## src/rtl/game_pkg.sv

```systemverilog
// game_pkg: shared round states, winner codes and score helpers for the match controller
package game_pkg;
    localparam int SCORE_W = 5;
    typedef enum logic [2:0] {
        IDLE       = 3'd0,
        COUNTDOWN  = 3'd1,
        PLAY       = 3'd2,
        HIT_PAUSE  = 3'd3,
        MATCH_OVER = 3'd4
    } round_state_t;
    localparam logic [1:0] WIN_NONE = 2'b00;
    localparam logic [1:0] WIN_P1   = 2'b01;
    localparam logic [1:0] WIN_P2   = 2'b10;
    localparam logic [1:0] WIN_DRAW = 2'b11;
    function automatic logic [SCORE_W-1:0] sat_inc(input logic [SCORE_W-1:0] s, input logic [SCORE_W-1:0] max);
        return (s < max) ? s + SCORE_W'(1) : s;
    endfunction
endpackage

```

## src/rtl/frame_timer.sv

```systemverilog
// frame_timer: counts frame ticks while enabled; done flags the tick that reaches terminal
module frame_timer #(
    parameter int W = 8
) (
    input  logic         clk,
    input  logic         rst,
    input  logic         tick,
    input  logic         clear,
    input  logic         enable,
    input  logic [W-1:0] terminal,
    output logic         done
);
    logic [W-1:0] count;
    assign done = enable & tick & (count == terminal - W'(1));
    always_ff @(posedge clk or posedge rst)
        if (rst) count <= '0;
        else if (clear) count <= '0;
        else if (enable & tick) count <= done ? '0 : count + W'(1);
endmodule

```

## src/rtl/round_sequencer.sv

```systemverilog
// round_sequencer: match-level FSM owning scores, countdown, freeze and respawn/clear pulses
module round_sequencer
    import game_pkg::*;
#(
    parameter int WIN_SCORE        = 10,
    parameter int COUNT_START      = 3,
    parameter int COUNTDOWN_FRAMES = 60,
    parameter int HIT_PAUSE_FRAMES = 90
) (
    input  logic               Clk,
    input  logic               Reset,
    input  logic               frame_tick,
    input  logic               start_req,
    input  logic               player_1_hit,
    input  logic               player_2_hit,
    output logic               freeze,
    output logic               respawn,
    output logic               clear_bullets,
    output logic [SCORE_W-1:0] player_1_score,
    output logic [SCORE_W-1:0] player_2_score,
    output logic [3:0]         countdown_digit,
    output logic [1:0]         winner,
    output logic [2:0]         state_out
);
    localparam int MAX_FRAMES = (COUNTDOWN_FRAMES > HIT_PAUSE_FRAMES) ? COUNTDOWN_FRAMES : HIT_PAUSE_FRAMES;
    localparam int TW = $clog2(MAX_FRAMES + 1);
    localparam logic [SCORE_W-1:0] WIN = SCORE_W'(WIN_SCORE);
    localparam logic [3:0] DIGIT0 = 4'(COUNT_START);

    round_state_t       state, state_n;
    logic               start_q, start_rise, done;
    logic               respawn_n, clear_n;
    logic [SCORE_W-1:0] p1_n, p2_n;
    logic [3:0]         digit_n;
    logic [1:0]         winner_n;

    assign start_rise = start_req & ~start_q;
    assign freeze     = state != PLAY;
    assign state_out  = state;

    // one timer serves both the countdown digits and the post-hit pause
    frame_timer #(.W(TW)) u_timer (
        .clk      (Clk),
        .rst      (Reset),
        .tick     (frame_tick),
        .clear    (state_n != state),
        .enable   (state == COUNTDOWN || state == HIT_PAUSE),
        .terminal (state == HIT_PAUSE ? TW'(HIT_PAUSE_FRAMES) : TW'(COUNTDOWN_FRAMES)),
        .done     (done)
    );

    always_comb begin
        state_n   = state;
        p1_n      = player_1_score;
        p2_n      = player_2_score;
        digit_n   = countdown_digit;
        winner_n  = winner;
        respawn_n = 1'b0;
        clear_n   = 1'b0;
        case (state)
            IDLE, MATCH_OVER: if (start_rise) begin
                state_n   = COUNTDOWN;
                p1_n      = '0;
                p2_n      = '0;
                winner_n  = WIN_NONE;
                digit_n   = DIGIT0;
                respawn_n = 1'b1;
                clear_n   = 1'b1;
            end
            COUNTDOWN: if (done) begin
                digit_n = countdown_digit - 4'd1;
                if (countdown_digit == 4'd1) state_n = PLAY;
            end
            PLAY: if (player_1_hit | player_2_hit) begin
                p1_n     = player_2_hit ? sat_inc(player_1_score, WIN) : player_1_score;
                p2_n     = player_1_hit ? sat_inc(player_2_score, WIN) : player_2_score;
                clear_n  = 1'b1;
                winner_n = ((p1_n == WIN) ? WIN_P1 : WIN_NONE) | ((p2_n == WIN) ? WIN_P2 : WIN_NONE);
                state_n  = (p1_n == WIN || p2_n == WIN) ? MATCH_OVER : HIT_PAUSE;
            end
            HIT_PAUSE: if (done) begin
                state_n   = COUNTDOWN;
                digit_n   = DIGIT0;
                respawn_n = 1'b1;
            end
            default: state_n = IDLE;
        endcase
    end

    always_ff @(posedge Clk or posedge Reset)
        if (Reset) begin
            state           <= IDLE;
            start_q         <= 1'b0;
            player_1_score  <= '0;
            player_2_score  <= '0;
            countdown_digit <= '0;
            winner          <= WIN_NONE;
            respawn         <= 1'b0;
            clear_bullets   <= 1'b0;
        end else begin
            state           <= state_n;
            start_q         <= start_req;
            player_1_score  <= p1_n;
            player_2_score  <= p2_n;
            countdown_digit <= digit_n;
            winner          <= winner_n;
            respawn         <= respawn_n;
            clear_bullets   <= clear_n;
        end
endmodule

```

## config.mk

```make
export PLATFORM = sky130hd
export DESIGN_NAME = round_sequencer
export DESIGN_NICKNAME = d
export VERILOG_FILES = /design/src/rtl/game_pkg.sv /design/src/rtl/frame_timer.sv /design/src/rtl/round_sequencer.sv
export SDC_FILE = /design/constraint.sdc
export NUM_CORES = 1
export LEC_CHECK = 0
export CORE_MARGIN = 2
export CORE_UTILIZATION = 40
export CTS_BUF_LIST = sky130_fd_sc_hd__clkbuf_8 sky130_fd_sc_hd__clkbuf_16
export CTS_CLUSTER_SIZE = 24
export DETAILED_ROUTE_END_ITERATION = 8
export PLACE_DENSITY = 0.63
export SLEW_MARGIN = 20
export SYNTH_ARGS = -nofsm -noshare
export SYNTH_HDL_FRONTEND = slang
export SYNTH_SLANG_ARGS = --single-unit
export TNS_END_PERCENT = 5
```

## constraint.sdc

```tcl
create_clock -name Clk -period 1.7 [get_ports Clk]
set_input_delay 0.17 -clock Clk [delete_from_list [all_inputs] [get_ports Clk]]
set_output_delay 0.17 -clock Clk [all_outputs]
set_load 0.02 [all_outputs]
```

==> impl_metrics.ini, run 1 <==
[outcome]
status = complete, but fails checks
violations = setup timing

[die]
io_pins = 28
rows = 24
dieHeight_um = 70.11
die_area_mm2 = 0.004915
coreArea_mm2 = 0.004294
start_util_pct = 40.71
die_w_um = 70.11

[power_and_ir_drop]
p_int_mw = 1.404
vdd_drop_max_mv = 0.5343
seq_power_share_pct = 44.0
p_total_mw = 1.925
p_sw_mw = 0.5210
powerDensity_mw_per_mm2 = 757.7
p_comb_share_pct = 17.0
netSwitchingFraction_pct = 27.07
clkPwrFrac_pct = 39.0
p_leak_nw = 1.165

[clocking]
clk-insertion-delay-late_ns = 0.29
cts_tree = yes
cts_max_level = 2
clock-sinks = 29
cts_made_buffers = 5
clk_path_buf_depth = 2
cts_root_buffer = clkbuf_8
cts_hold_buf = 0
clkSlewWorstSetupHoldPaths_ns = 0.06

[critical_path]
crit_family = simple AND/OR/NAND/NOR gates
reg2reg_depth = 6
crit_path_start_kind = register
worstPathMaxFanout = 5
cp.arrival_ns = 1.87
r2r_slack_ns = -0.01
critPathKind = register to register
critical_path_required_ns = 1.86
rr_endpoint = state_out[1]$_DFF_PP0_
r2r-start = state_out[2]$_DFF_PP0_
cp-end-kind = register
cp_num_buf_inv = 1
cp_slowest_cell = dfrtp_2
path_cells = and3b_2, mux2i_2, nor4_4, buf_4, mux2i_1, o221ai_1
max_stage_delay_ns = 0.40

[route]
drtIter0Drc = 45
drc_errors = 0
drtPass1Iterations = 4
vias = 1681
drtAntennaViolNets = 0
drt-total-wl_um = 4376
routed_via_density = 5.253
wl_per_cell_um = 13.68

[synthesis]
yosys.area.top_type = dfrtp_1
ys_seq_elements = 29
synthTopCellsByCount = dfrtp_1 (29), nand2_1 (22), nor2_1 (17)
synth_nets = 208
avgSynthCellArea_um2 = 8.873
seq_area_frac_synth_pct = 41.52
syn_area_mm2 = 0.001748
ys.flop_type = dfrtp_1
yosys.cell_count.top_type = dfrtp_1
syn_inst = 197
synth.distinct_cells = 50
synthTopCellsByArea = dfrtp_1 (42%), nand2_1 (4.7%), nand3_1 (4.6%)
async_flop_share_pct = 100.0
yosys_warnings = 0
synth_edf_count = 0
synth_top_area_share_pct = 41.52

[placement]
port_buffers = 27
dp.final_hpwl_um = 3160
routabilityCongestion = 0.8172

[worst_hold_path]
hp-class = input pin to async pin

[sta]
setup_ws_ns = -0.01372
whs_ns = 0.2607
post-route-min-period_ns = 1.714
setup_viol = 2
maxSlewHeadroom_pct = 72.24
rsz0062_at_grt = true
finalHoldViolations = 0
post-route-period-util_pct = 100.8
finalMaxSlewViolations = 0
fin_skew_ns = 0.004545
tightest_slew_ns = 0.4164
fmax_mhz = 583.5

[global_route]
grt_pass1_vias = 1705
grt_max_degree = 30
grt_overflow = 0
grtUsageTotal_pct = 19.35
antenna_found_initial = 0
grt_pass1_wl_um = 7603

[layout]
fin_nets = 278
diodes = 0
area_growth_pct = 45.31
drive_gt1_share_pct = 26.49

[run]
maxCapViolCount = 0
-- per-layer routing --
| layer | global-route usage [%] | share of wire (%) | vias to the layer above |
|---|---|---|---|
| met5 | 0 | 0 | - |
| met4 | 6.838 | 1.2 | 0 |
| met3 | 4.473 | 3.8 | 7 |
| met2 | 31.75 | 47 | 28 |
| met1 | 25.05 | 48 | 793 |
| li1 | - | - | 853 |
-- cell type report --
class / instances / area [um^2]
Tap cell: 52 / 65.06
Sequential cell: 29 / 728.2
Clock inverter: 2 / 33.78
Timing Repair Buffer: 72 / 608.1
Inverter: 7 / 26.28
Multi-Input combinational cell: 152 / 996.0
Clock buffer: 6 / 82.58
Fill cell: 417 / 1754
-- state kept, by name, indices dropped and copies added, names as in the netlist --
signal,flops
player_1_score,5
u_timer.count,7
respawn,1
clear_bullets,1
player_2_score,5
state_out,3
start_q,1
countdown_digit,4
winner,2
-- metrics by stage --
step,setup WS (ns),setup TNS [ns],instance area [um^2],utilization [%],cells
after CTS,-0.01270,-0.01525,2527,58.86,320
after floorplan,-0.2142,-2.216,1768,-,197
after global placement,-0.1807,-1.473,2380,55.42,311
after global routing,-0.1201,-0.7822,2540,59.15,320
after detailed placement,-0.2120,-1.666,2380,55.42,311
final,-0.01372,-0.01474,2540,59.15,320
-- kinds of logic after synthesis --
kind of cell | count (synthesis) | share of synthesized area (%)
AOI/OAI and AO/OA | 48 | 18.40
xor gates and xnor gates | 5 | 2.506
adders and majority gates | 5 | 3.579
buffers and inverters | 16 | 4.080
DFF | 29 | 41.52
muxes | 3 | 1.718
and+or+nand+nor | 91 | 28.20
-- cells in the final DEF (no fill, tap or decap), types with 3 or more instances in the layout --
cell type	Yosys	routed
o21ai_0	8	8
dfrtp_1	29	27
buf_4	0	45
a21oi_1	10	10
clkdlybuf4s50_1	0	26
nand3_1	16	14
ha_1	5	5
nor2_1	17	17
xnor2_1	3	3
nor3_1	4	4
nand2_1	22	22
nor2b_1	5	5
a31oi_1	4	4
inv_1	7	8
a32o_1	3	3
clkbuf_8	0	6
nand2b_1	4	4
a21o_1	3	3
-- power groups by stage --
stage | sequential, mW | combinational [mW] | clock [mW]
5_1_grt | 0.858 | 0.371 | 0.792
3_3_place_gp | 0.852 | 0.317 | 0
4_1_cts | 0.843 | 0.328 | 0.762
3_5_place_dp | 0.855 | 0.320 | 0
2_1_floorplan | 0.848 | 0.196 | 0
6_report | 0.847 | 0.328 | 0.751
-- tightest hold or removal path: cells and delay by family --
kind / cells / cell delay [ns]
buffers and inverters: 3 / 0.79
-- worst max path at each step --
stage                     slack, ns                        endpoint  cells after the start                   start
final                         -0.01          state_out[1]$_DFF_PP0_                      6  state_out[2]$_DFF_PP0_
after global routing          -0.12          state_out[1]$_DFF_PP0_                      6  state_out[2]$_DFF_PP0_
after CTS                     -0.01          state_out[1]$_DFF_PP0_                      6  state_out[2]$_DFF_PP0_
after detailed placement      -0.21          state_out[2]$_DFF_PP0_                      6            player_1_hit
after global placement        -0.18          state_out[2]$_DFF_PP0_                      6            player_1_hit
after floorplan               -0.21  countdown_digit[3]$_DFFE_PP0P_                      7  state_out[2]$_DFF_PP0_
-- timing repair --
item / in CTS / in global routing
buffers inserted: 1 / 0
gates resized for setup: 7 / 3
endpoints found under the setup margin: 12 / 16
gates cloned: 0 / 0
pin swaps: 3 / 2
(Power assumes the default switching activity.)
==> run 2: changes to the inputs <==
GPL_TIMING_DRIVEN = 0   (was unset)
==> run 2 against run 1 <==
Effect of this change:
- the flow still finishes with violations (setup timing)
- largest power group unchanged
- clock skew is 0.0018 ns higher
- register-to-register slack worse by 0.14 ns
- critical path type unchanged
- critical endpoint is now countdown_digit[3]$_DFFE_PP0P_
- final area is 7.9% lower
==> impl_metrics.ini, run 2 (same netlist as run 1, synthesis figures left out) <==
[outcome]
status = complete, but fails checks
violations = setup timing

[layout]
final_cell_mix = clkdlybuf4s50_1 (25), dfrtp_1 (23), nand2_1 (21)
final_common_cell = clkdlybuf4s50_1
stdcell_count = 292
post-route-util_pct = 54.46
largest_reg_flops = 7
top_regs = u_timer.count (7), player_1_score (5), player_2_score (5)
drive_gt1_share_pct = 21.25
diodes = 0
largest-register = u_timer.count
n_fill_cell = 386
area_growth_pct = 33.79
fin_nets = 251

[global_route]
grt_overflow = 0
grt_max_degree = 30
grt_pass1_vias = 1595
antenna_found_initial = 0
grtUsageTotal_pct = 19.12
grt_pass1_wl_um = 7403

[placement]
dp_cells = 275
routabilityCongestion = 0.8414
dp.final_hpwl_um = 2862
port_buffers = 26
dp_slack_ns = -0.4531

[power_and_ir_drop]
p_leak_nw = 1.012
powerDensity_mw_per_mm2 = 736.4
vdd_drop_max_mv = 0.4344

[sta]
tns_ns = -1.445
rsz0062_at_grt = true
maxSlewHeadroom_pct = 57.91
fin_skew_ns = 0.006343
whs_ns = 0.2813
fmax_mhz = 540.7
post-route-min-period_ns = 1.850
tightest_slew_ns = 0.6304
setup_viol = 19
post-route-period-util_pct = 108.8
finalMaxSlewViolations = 0
finalHoldViolations = 0
setup_ws_ns = -0.1496

[die]
start_util_pct = 40.71
rows = 24
die_area_mm2 = 0.004915
coreArea_mm2 = 0.004294
dieHeight_um = 70.11
die_w_um = 70.11
io_pins = 28

[route]
wl_per_cell_um = 14.89
vias = 1593
drtIter0Drc = 94
drt-total-wl_um = 4349
drtPass1Iterations = 4
drc_errors = 0
drtAntennaViolNets = 0
routed_via_density = 5.455

[critical_path]
cp_slowest_cell = or4_4
cp-end-kind = register
path_cells = buf_6, and3b_2, mux2i_4, or4_4, o21ai_2, a21oi_1
cp.arrival_ns = 2.01
crit_path_start_kind = register
crit_start = state_out[2]$_DFF_PP0_
critPathKind = register to register
critical_path_required_ns = 1.86
max_stage_delay_ns = 0.57
worstPathMaxFanout = 7
r2r-start = state_out[2]$_DFF_PP0_

[clocking]
clk_path_buf_depth = 2
clk-insertion-delay-late_ns = 0.29
cts_hold_buf = 0
cts_made_buffers = 5
clkSlewWorstSetupHoldPaths_ns = 0.07
cts_max_level = 2
cts_root_buffer = clkbuf_8
clock-sinks = 29
cts_tree = yes

[run]
maxCapViolCount = 0

[worst_hold_path]
hp-class = input pin to async pin
-- run 2: path summary, 6_finish.rpt --
path                                                        to  slack [ns]  depth (start not counted)
worst max-delay path            countdown_digit[3]$_DFFE_PP0P_       -0.15                          6
worst min-delay path                         respawn$_DFF_PP0_        0.28                          2
worst max register to register  countdown_digit[3]$_DFFE_PP0P_       -0.15                          6
worst min register to register           winner[1]$_DFFE_PP0P_        0.52                          2
max in group asynchronous        player_1_score[1]$_DFFE_PP0P_        0.96                          2
min in group Clk                             start_q$_DFF_PP0_        0.40                          1
-- run 2: where the power goes --
part	switching (mW)	leakage [nW]	total [mW]	internal (mW)
Sequential	0.0881	0.360	0.850	0.762
Clock	0.275	0.0485	0.590	0.315
Combinational	0.146	0.603	0.282	0.135
-- run 2: timing repair --
action	4_1_cts	5_1_grt
gates resized for setup	18	5
endpoints found under the setup margin	24	23
pin swaps	5	3
setup buffers	13	0
hold endpoints to repair	0	0
-- run 2: per-stage QoR --
step                total power [mW]  cell area, um^2
CTS                            1.727             2325
floorplan                      1.045             1768
detailed placement             1.115             2093
global placement               1.111             2093
finish                         1.722             2338
global route                   1.807             2338
-- run 2: worst max-delay path: cells and delay by family (launching register included) --
family,cells,cell delay (ns)
AND/OR/NAND/NOR,2,0.81
flip-flops,1,0.37
AO/OA/AOI/OAI,2,0.21
multiplexers,1,0.20
buffers and inverters,1,0.13
-- run 2: routing by layer --
layer  up-vias  share of wire (%)  GRT usage (%)  wire [um]
li1        795                  -              -          -
met1       766                 47          24.15       2049
met2        26                 48          31.85       2101
met3         6                3.2          4.762        138
met4         0                1.4          6.624         59
met5         -                  0              0          0
-- run 2: layout make-up --
type / count / area [um^2] / share of cell area [%]
Buffer: 6 / 33.78 / 1.445
Clock buffer: 6 / 82.58 / 3.531
Clock inverter: 1 / 3.754 / 0.1605
Inverter: 7 / 26.28 / 1.124
Multi-Input combinational cell: 152 / 1037 / 44.36
Sequential cell: 29 / 733.2 / 31.35
Tap cell: 52 / 65.06 / 2.782
Timing Repair Buffer: 39 / 356.6 / 15.25
